===== config.mk =====
export PLATFORM = sky130hd
export DESIGN_NAME = evg_event_arbiter
export DESIGN_NICKNAME = d
export VERILOG_FILES = /design/src/rtl/evg_pkg.sv /design/src/rtl/evg_event_fifo.sv /design/src/rtl/evg_event_arbiter.sv
export SDC_FILE = /design/constraint.sdc
export NUM_CORES = 1
export LEC_CHECK = 0
export CORE_MARGIN = 1.5
export CORE_UTILIZATION = 40
export CTS_BUF_LIST = sky130_fd_sc_hd__clkbuf_2 sky130_fd_sc_hd__clkbuf_4 sky130_fd_sc_hd__clkbuf_8
export DETAILED_ROUTE_END_ITERATION = 16
export PLACE_DENSITY = 0.62
export SLEW_MARGIN = 20
export SYNTH_ARGS = -nofsm -noshare
export SYNTH_HDL_FRONTEND = slang
export SYNTH_SLANG_ARGS = --single-unit

===== constraint.sdc =====
create_clock -name evgTxClk -period 2.9 [get_ports evgTxClk]
set_clock_uncertainty 0.1 [all_clocks]
set_input_delay 0.435 -clock evgTxClk [delete_from_list [all_inputs] [get_ports evgTxClk]]
set_output_delay 0.435 -clock evgTxClk [all_outputs]
set_load 0.05 [all_outputs]

===== src/rtl/evg_pkg.sv =====
// Shared event-generator definitions: default code width and reserved event codes.
package evg_pkg;

    localparam int EVG_EVENTCODE_WIDTH = 8;

    localparam logic [EVG_EVENTCODE_WIDTH-1:0] NULL_EVENT_CODE         = 8'h00;
    localparam logic [EVG_EVENTCODE_WIDTH-1:0] END_OF_TABLE_EVENT_CODE = 8'h7F;

endpackage


===== src/rtl/evg_event_fifo.sv =====
// Per-requester event queue with first-word-fall-through read and a drop strobe
// for writes that find the queue full without a concurrent pop.
module evg_event_fifo #(
    parameter int DATA_W = 8,
    parameter int DEPTH  = 4
) (
    input  logic              clk_i,
    input  logic              rst_i,
    input  logic              flush_i,
    input  logic              wr_en_i,
    input  logic [DATA_W-1:0] wr_data_i,
    input  logic              rd_en_i,
    output logic [DATA_W-1:0] rd_data_o,
    output logic              empty_o,
    output logic              drop_o
);

    localparam int AW = $clog2(DEPTH);

    logic [DATA_W-1:0] mem_q [DEPTH];
    logic [AW:0]       wr_ptr_q, wr_ptr_d;
    logic [AW:0]       rd_ptr_q, rd_ptr_d;
    logic              full;
    logic              do_rd;
    logic              do_wr;

    // The extra pointer MSB separates full (MSBs differ) from empty (pointers equal).
    assign empty_o   = (wr_ptr_q == rd_ptr_q);
    assign full      = (wr_ptr_q[AW] != rd_ptr_q[AW]) &&
                       (wr_ptr_q[AW-1:0] == rd_ptr_q[AW-1:0]);
    assign do_rd     = rd_en_i && !empty_o && !flush_i;
    assign do_wr     = wr_en_i && !flush_i && (!full || do_rd);
    assign drop_o    = wr_en_i && !flush_i && full && !do_rd;
    assign rd_data_o = mem_q[rd_ptr_q[AW-1:0]];

    always_comb begin
        wr_ptr_d = wr_ptr_q;
        rd_ptr_d = rd_ptr_q;
        if (flush_i) begin
            wr_ptr_d = '0;
            rd_ptr_d = '0;
        end else begin
            if (do_wr) wr_ptr_d = wr_ptr_q + 1'b1;
            if (do_rd) rd_ptr_d = rd_ptr_q + 1'b1;
        end
    end

    always_ff @(posedge clk_i or posedge rst_i) begin
        if (rst_i) begin
            wr_ptr_q <= '0;
            rd_ptr_q <= '0;
        end else begin
            wr_ptr_q <= wr_ptr_d;
            rd_ptr_q <= rd_ptr_d;
        end
    end

    always_ff @(posedge clk_i) begin
        if (do_wr) mem_q[wr_ptr_q[AW-1:0]] <= wr_data_i;
    end

endmodule


===== src/rtl/evg_event_arbiter.sv =====
// Fixed-priority arbiter merging per-requester event queues into one registered
// AXI-stream-like event output; index 0 has the highest priority.
module evg_event_arbiter
    import evg_pkg::*;
#(
    parameter int NUM_REQUESTERS  = 4,
    parameter int EVENTCODE_WIDTH = EVG_EVENTCODE_WIDTH,
    parameter int FIFO_DEPTH      = 4
) (
    input  logic                                      evgTxClk,
    input  logic                                      evgTxRst,
    input  logic [NUM_REQUESTERS*EVENTCODE_WIDTH-1:0] reqTDATA,
    input  logic [NUM_REQUESTERS-1:0]                 reqTVALID,
    input  logic [NUM_REQUESTERS-1:0]                 reqEnable,
    input  logic                                      overflowClear,
    output logic [EVENTCODE_WIDTH-1:0]                evgEventTDATA,
    output logic                                      evgEventTVALID,
    input  logic                                      evgEventTREADY,
    output logic [NUM_REQUESTERS-1:0]                 overflow,
    output logic [NUM_REQUESTERS-1:0]                 pending
);

    localparam logic [EVENTCODE_WIDTH-1:0] NULL_CODE = EVENTCODE_WIDTH'(NULL_EVENT_CODE);

    logic [NUM_REQUESTERS-1:0]                      wr_en;
    logic [NUM_REQUESTERS-1:0]                      pop;
    logic [NUM_REQUESTERS-1:0]                      drop;
    logic [NUM_REQUESTERS-1:0]                      fifo_empty;
    logic [NUM_REQUESTERS-1:0][EVENTCODE_WIDTH-1:0] fifo_data;
    logic [NUM_REQUESTERS-1:0]                      avail;
    logic [NUM_REQUESTERS-1:0]                      grant_oh;
    logic [EVENTCODE_WIDTH-1:0]                     grant_data;
    logic                                           load;

    logic [EVENTCODE_WIDTH-1:0] tdata_q, tdata_d;
    logic                       tvalid_q, tvalid_d;
    logic [NUM_REQUESTERS-1:0]  overflow_q, overflow_d;

    for (genvar i = 0; i < NUM_REQUESTERS; i++) begin : g_req
        assign wr_en[i] = reqTVALID[i] && reqEnable[i] &&
                          (reqTDATA[i*EVENTCODE_WIDTH +: EVENTCODE_WIDTH] != NULL_CODE);

        evg_event_fifo #(
            .DATA_W (EVENTCODE_WIDTH),
            .DEPTH  (FIFO_DEPTH)
        ) u_fifo (
            .clk_i     (evgTxClk),
            .rst_i     (evgTxRst),
            .flush_i   (~reqEnable[i]),
            .wr_en_i   (wr_en[i]),
            .wr_data_i (reqTDATA[i*EVENTCODE_WIDTH +: EVENTCODE_WIDTH]),
            .rd_en_i   (pop[i]),
            .rd_data_o (fifo_data[i]),
            .empty_o   (fifo_empty[i]),
            .drop_o    (drop[i])
        );
    end

    // A queue being flushed this cycle is not eligible for a grant.
    assign avail    = ~fifo_empty & reqEnable;
    assign grant_oh = avail & (~avail + 1'b1);
    assign load     = !tvalid_q || evgEventTREADY;
    assign pop      = load ? grant_oh : '0;

    always_comb begin
        grant_data = '0;
        for (int i = 0; i < NUM_REQUESTERS; i++) begin
            if (grant_oh[i]) grant_data = grant_data | fifo_data[i];
        end
    end

    always_comb begin
        tvalid_d   = tvalid_q;
        tdata_d    = tdata_q;
        overflow_d = (overflowClear ? '0 : overflow_q) | drop;
        if (load) begin
            tvalid_d = |grant_oh;
            if (|grant_oh) tdata_d = grant_data;
        end
    end

    always_ff @(posedge evgTxClk or posedge evgTxRst) begin
        if (evgTxRst) begin
            tvalid_q   <= 1'b0;
            tdata_q    <= '0;
            overflow_q <= '0;
        end else begin
            tvalid_q   <= tvalid_d;
            tdata_q    <= tdata_d;
            overflow_q <= overflow_d;
        end
    end

    assign evgEventTDATA  = tdata_q;
    assign evgEventTVALID = tvalid_q;
    assign overflow       = overflow_q;
    assign pending        = ~fifo_empty;

endmodule


# Word-level counts from Yosys, hierarchy flattened
# Memories as Yosys holds them, arrays and structs flattened.
# Cells that the tools add are included.
# totals
ff_bits	37
latch_bits	0
ram_bits	128
mem_bits_ro	0
inputBits	44
out_inout_bits	17
word_cells	142
mem_count	4
# classes
add_sub_neg	9
mul	0
div	0
magnitude_cmp	0
n_eq_ne	20
shift	0
n_mux	30
n_bitwise	8
n_reduce_logical	60
# memory_table
name	words	word_bits	rd	rd_ports_with_merged_regs	write_ports	line	rtl
g_req[0].u_fifo.mem_q	4	8	1	0	1	evg_event_fifo.sv:20	logic [DATA_W-1:0] mem_q [DEPTH];
g_req[1].u_fifo.mem_q	4	8	1	0	1	evg_event_fifo.sv:20	
g_req[2].u_fifo.mem_q	4	8	1	0	1	evg_event_fifo.sv:20	
g_req[3].u_fifo.mem_q	4	8	1	0	1	evg_event_fifo.sv:20	
# ops
cell	n
$mux W3	16
$logic_and A1 B1 Y1	36
$mux W8	4
$reduce_bool A8 Y1	4
$add A3 B1 Y3 const B	8
$or A8 B8 Y8	3
$ne A2 B1 Y1 const B	8
$logic_not A1 Y1	13
$eq A3 B3 Y1	4
$and A4 B4 Y4	2
$eq A2 B2 Y1	4
$mux W1	8
$mux W4	2
$not A4 Y4	2
$logic_or A1 B1 Y1	5
$add A4 B1 Y4 const B	1
$ne A1 B1 Y1	4
$or A4 B4 Y4	1
$reduce_or A4 Y1	1
$reduce_and A2 Y1	1

# Depth between registers and ports, before layout
# depth
ltp_word	13
ltp_mapped	7
mapped_depth_nobuf	5

# By module
# From an unflattened synthesis, not the netlist that was laid out.
# unflattened
hier_cells	472
area_unflattened_um2	7651.1
# by_module_without_submodules
mod	n_inst	cells_per_inst	area_each_um2	seq_area_each_um2
evg_event_fifo at g_req[2].u_fifo ...	2	94	1697.9	1111.1
evg_event_fifo at g_req[1].u_fifo	1	94	1705.4	1111.1
evg_event_fifo at g_req[0].u_fifo	1	96	1692.9	1111.1
evg_event_arbiter	1	94	857.1	325.3

# Worst setup path after synthesis
# OpenSTA, ideal clock, no wires.
# synth_timing
path_kind	register to register
startpoint	reg g_req[1].u_fifo.rd_ptr_q[1]
endpoint	mem g_req[3].u_fifo.mem_q[1][0] (enable)
setup_ns	0.385
arrival_time_ns	2.290
t_required_ns	2.415
setup_slack_ns	0.125
stages_incl_launch_ff	7
path_buffers	1
period_less_slack_ns	2.775
cell_sequence	dfrtp_1 -> buf_6 -> xor2_2 -> o31a_1 -> nor4_1 -> a21oi_1 -> nor3b_1
# synth_between
elab_chain_cells	13
# synth_rtl
element	line	rtl
start: declaration	evg_event_fifo.sv:22	logic [AW:0] rd_ptr_q, rd_ptr_d;
start signal: assignment	evg_event_fifo.sv:54	rd_ptr_q <= rd_ptr_d;
$eq A3 B3 Y1	evg_event_fifo.sv:28	assign empty_o = (wr_ptr_q == rd_ptr_q);
$not A4 Y4	evg_event_arbiter.sv:60	assign avail = ~fifo_empty & reqEnable;
$and A4 B4 Y4	evg_event_arbiter.sv:60	
$not A4 Y4	evg_event_arbiter.sv:61	assign grant_oh = avail & (~avail + 1'b1);
$add A4 B1 Y4	evg_event_arbiter.sv:61	
$and A4 B4 Y4	evg_event_arbiter.sv:61	
$mux W4	evg_event_arbiter.sv:63	assign pop = load ? grant_oh : '0;
$logic_and A1 B1 Y1 (2 in a row)	evg_event_fifo.sv:31	assign do_rd = rd_en_i && !empty_o && !flush_i;
$logic_or A1 B1 Y1	evg_event_fifo.sv:32	assign do_wr = wr_en_i && !flush_i && (!full || do_rd);
$logic_and A1 B1 Y1	evg_event_fifo.sv:32	
$mux W1	evg_event_fifo.sv:59	if (do_wr) mem_q[wr_ptr_q[AW-1:0]] <= wr_data_i;
$mux W1 (implied by the code)	evg_event_fifo.sv:59	
end: declaration	evg_event_fifo.sv:20	
# Every way passes these cells.

# Worst setup path in the final report
# layout_timing
startpoint	reg g_req[1].u_fifo.wr_ptr_q[1]
endpoint	out pending[1]
# layout_between
elab_chain_cells	2
# layout_rtl
element	line	rtl
start: declaration	evg_event_fifo.sv:21	logic [AW:0] wr_ptr_q, wr_ptr_d;
start signal: assignment	evg_event_fifo.sv:53	wr_ptr_q <= wr_ptr_d;
$eq A3 B3 Y1	evg_event_fifo.sv:28	
$not A4 Y4	evg_event_arbiter.sv:97	assign pending = ~fifo_empty;
end: declaration	evg_event_arbiter.sv:20	output logic [NUM_REQUESTERS-1:0] pending
# Every way passes these cells.

==> metrics.txt <==
Seq pwr share 0.459; Max Cap Viol 0; WL/cell 19.3 microns; vias per cell 5.28; CP Class reg2out; outcome complete, no violations; clk root buf clkbuf_8; Slowest Stage Delay on Critical Path roughly 720 ps; Syn Nets 516; first-pass GRT wire length about 23 mm; Least-Margin Pin Slew about 720 ps; reg2reg setup slack 260 ps; initial antenna violation count 0; DR top layer met4; fmax 0.357 GHz; Critical Path Start g_req[1].u_fifo.wr_ptr_q[1]; Crit path max-delay family buffers and inverters; DRT Pass-1 Iters 5; RR Startpoint g_req[0].u_fifo.wr_ptr_q[2]; Post-DP Area approximately 8000 sq um; Fillers 1470; fin worst setup slack 99.5 ps; Clk pin slew, worst setup/hold paths 90 ps; Core Box Area 17500 sq um; Final setup viols 0; unrepaired setup endpoints after global routing no; worst-case clock buffer depth 2; Design Area, Final 8650 sq um; postcts setup bufs 0; CTS H-tree depth 4; Post-synth ARST share 0.224; layout cells sized above 1 0.168; Area contributors post-synth edfxtp_1 53%, dfrtp_1 13%, mux4_2 7.5%; Internal 4.23 mW; P_sw 1.86 mW; Place WS 62.1 ps; final hold vios 0; CP arrival 2270 ps; nets 604; # diodes 0; leakage power 3.09 nW; # rows 48; Crit path depth 3; fin crit share 0.966; synth warn 0; final wirelength 15.0 mm; # DRC 0; Die W roughly 140 microns; Synth cell types 46; largest net degree at the start of global routing 38; syn_area_per_cell 16.0 sq um; global route total overflow 0; Max Slew Vio Count 0; area grow syn2layout 19.7%; Logic pwr share 0.257; die area 18900 sq um; crit path capture pending[1]; overall routing resource usage 0.173; sequential area share after synthesis 0.660; post-route ant nets 0; Mapped Area 7220 sq um; worst path required time 2370 ps; cells on worst reg2reg path 6; share of power burned in the clock network 0.284; CP Buf/Inv Count 1; synthesized instance count 452; initial core utilization 0.413; starting DRC count in detailed routing 276; I/O pin total about 60; register area around 4800 sq um; Via Count 4110; post_cts resized 0; Sw Ratio 0.305; reg2reg end g_req[1].u_fifo.mem_q[0][3]; Critical Path Start Type register; area leader, netlist edfxtp_1; CTS Buf Count 17; M1 wire length 6.66 mm; cell chain of the critical path xor2_2, or3_1, clkdlybuf4s50_1; Met3 Wirelength 760 microns; clock sinks between 150 and 200; Post-DP HPWL 10.9 mm; gp weighted congestion 0.798; maximum vdd ir drop 497 uV; CTS Hold Bufs 0; setup TNS 0 ps; CP Max Fanout 5; CTS tree done; main flop type after synthesis edfxtp_1; PwrDens 703 nW/um^2; number of synthesized flops with an enable pin 128; min cycle time layout 2800 ps; Routed met2 length 7.43 mm; Setup crit end kind output port; most numerous cell in the Yosys netlist edfxtp_1; die height roughly 140 microns; Max-slew headroom 0.521; #FFs+latches synth 165; min-delay worst type in2async; top cells by count, synth 128 x edfxtp_1, 37 x dfrtp_1, 25 x nand2_1, 24 x mux4_2, 20 x ha_1; vias in the first global route 4272; Critical Path Slowest Stage Cell clkdlybuf4s50_1; Worst-Skew Late Latency 460 ps; buffers added on ports 60; Multi-input gate area 2290 sq um; area share of the largest cell type after synthesis 0.532
==> worst min path at each step <==
stage	start	endpoint	slack (ps)	cells after the start
after global routing	evgTxRst	g_req[1].u_fifo.wr_ptr_q[2]	310	3
after detailed placement	g_req[3].u_fifo.rd_ptr_q[2]	g_req[3].u_fifo.rd_ptr_q[2]	390	1
after CTS	evgTxRst	g_req[1].u_fifo.wr_ptr_q[1]	270	3
after floorplan	g_req[3].u_fifo.rd_ptr_q[2]	g_req[3].u_fifo.rd_ptr_q[2]	360	1
final	evgTxRst	g_req[1].u_fifo.wr_ptr_q[1]	290	3
after global placement	g_req[3].u_fifo.rd_ptr_q[2]	g_req[3].u_fifo.rd_ptr_q[2]	390	1
==> tightest hold or removal path, cell delays in order <==
cell	delay, ps
clkdlybuf4s50_1	390
inv_1	50
buf_4	420
==> state kept, by name, summed over array words and instances, names as in the netlist <==
name,count
evgEventTDATA,8
evgEventTVALID,1
g_req.u_fifo.mem_q,128
g_req.u_fifo.rd_ptr_q,12
g_req.u_fifo.wr_ptr_q,12
overflow,4
==> layout by cell type, fill, tap and decap left out, types with 5 or more instances in the layout <==
cell type,n
edfxtp_1,128
nor4_1,7
nor2_1,19
a31oi_1,11
clkdlybuf4s50_1,59
mux4_1,8
xnor2_1,6
and3_1,10
xor2_1,11
inv_1,19
buf_4,27
a221oi_1,8
mux4_2,24
nor3_1,6
ha_1,20
nand3_1,11
and2_1,14
nand2_1,25
o21ai_0,5
mux2i_1,9
clkbuf_8,18
dfrtp_1,37
a21oi_1,9
==> layer usage <==
metal | up-vias | global-route usage
met3 | 8 | 0.0423
met5 | - | 0
li1 | 1942 | -
met4 | 0 | 0.0567
met2 | 89 | 0.274
met1 | 2071 | 0.236
==> logic make-up (layout without fill, tap and decap cells) <==
group / after synthesis / count (layout) / share of synthesized area
buf+inv: 38 / 139 / 0.0244
compound gates: 56 / 56 / 0.0561
fa+ha+maj: 20 / 20 / 0.0346
mux: 41 / 41 / 0.116
simple gates: 112 / 112 / 0.0809
flops: 165 / 165 / 0.660
xor+xnor: 20 / 20 / 0.0274
==> metrics by stage <==
stage / power [mW] / utilization / instances / hold slack (ps)
5_1_grt: 6.36 / 0.495 / 778 / 315
4_1_cts: 6.14 / 0.494 / 778 / 273
3_3_place_gp: 4.38 / 0.470 / 746 / 393
2_1_floorplan: 3.85 / - / 452 / 365
6_report: 6.08 / 0.495 / 778 / 287
3_5_place_dp: 4.41 / 0.470 / 746 / 393
==> power by group through the flow <==
stage	registers, mW	clock network [mW]	logic [mW]
6_report	2.79	1.73	1.56
3_5_place_dp	2.84	0	1.57
4_1_cts	2.79	1.77	1.58
3_3_place_gp	2.84	0	1.54
5_1_grt	2.81	1.87	1.68
2_1_floorplan	3.04	0	0.813
==> area by class of cell <==
cell class | instances | area share
Inverter | 20 | 0.00868
Clock inverter | 11 | 0.0175
Timing Repair Buffer | 87 | 0.0941
Multi-Input combinational cell | 249 | 0.264
Tap cell | 225 | 0.0326
Sequential cell | 165 | 0.552
Clock buffer | 21 | 0.0313
(Power assumes the default switching activity.)
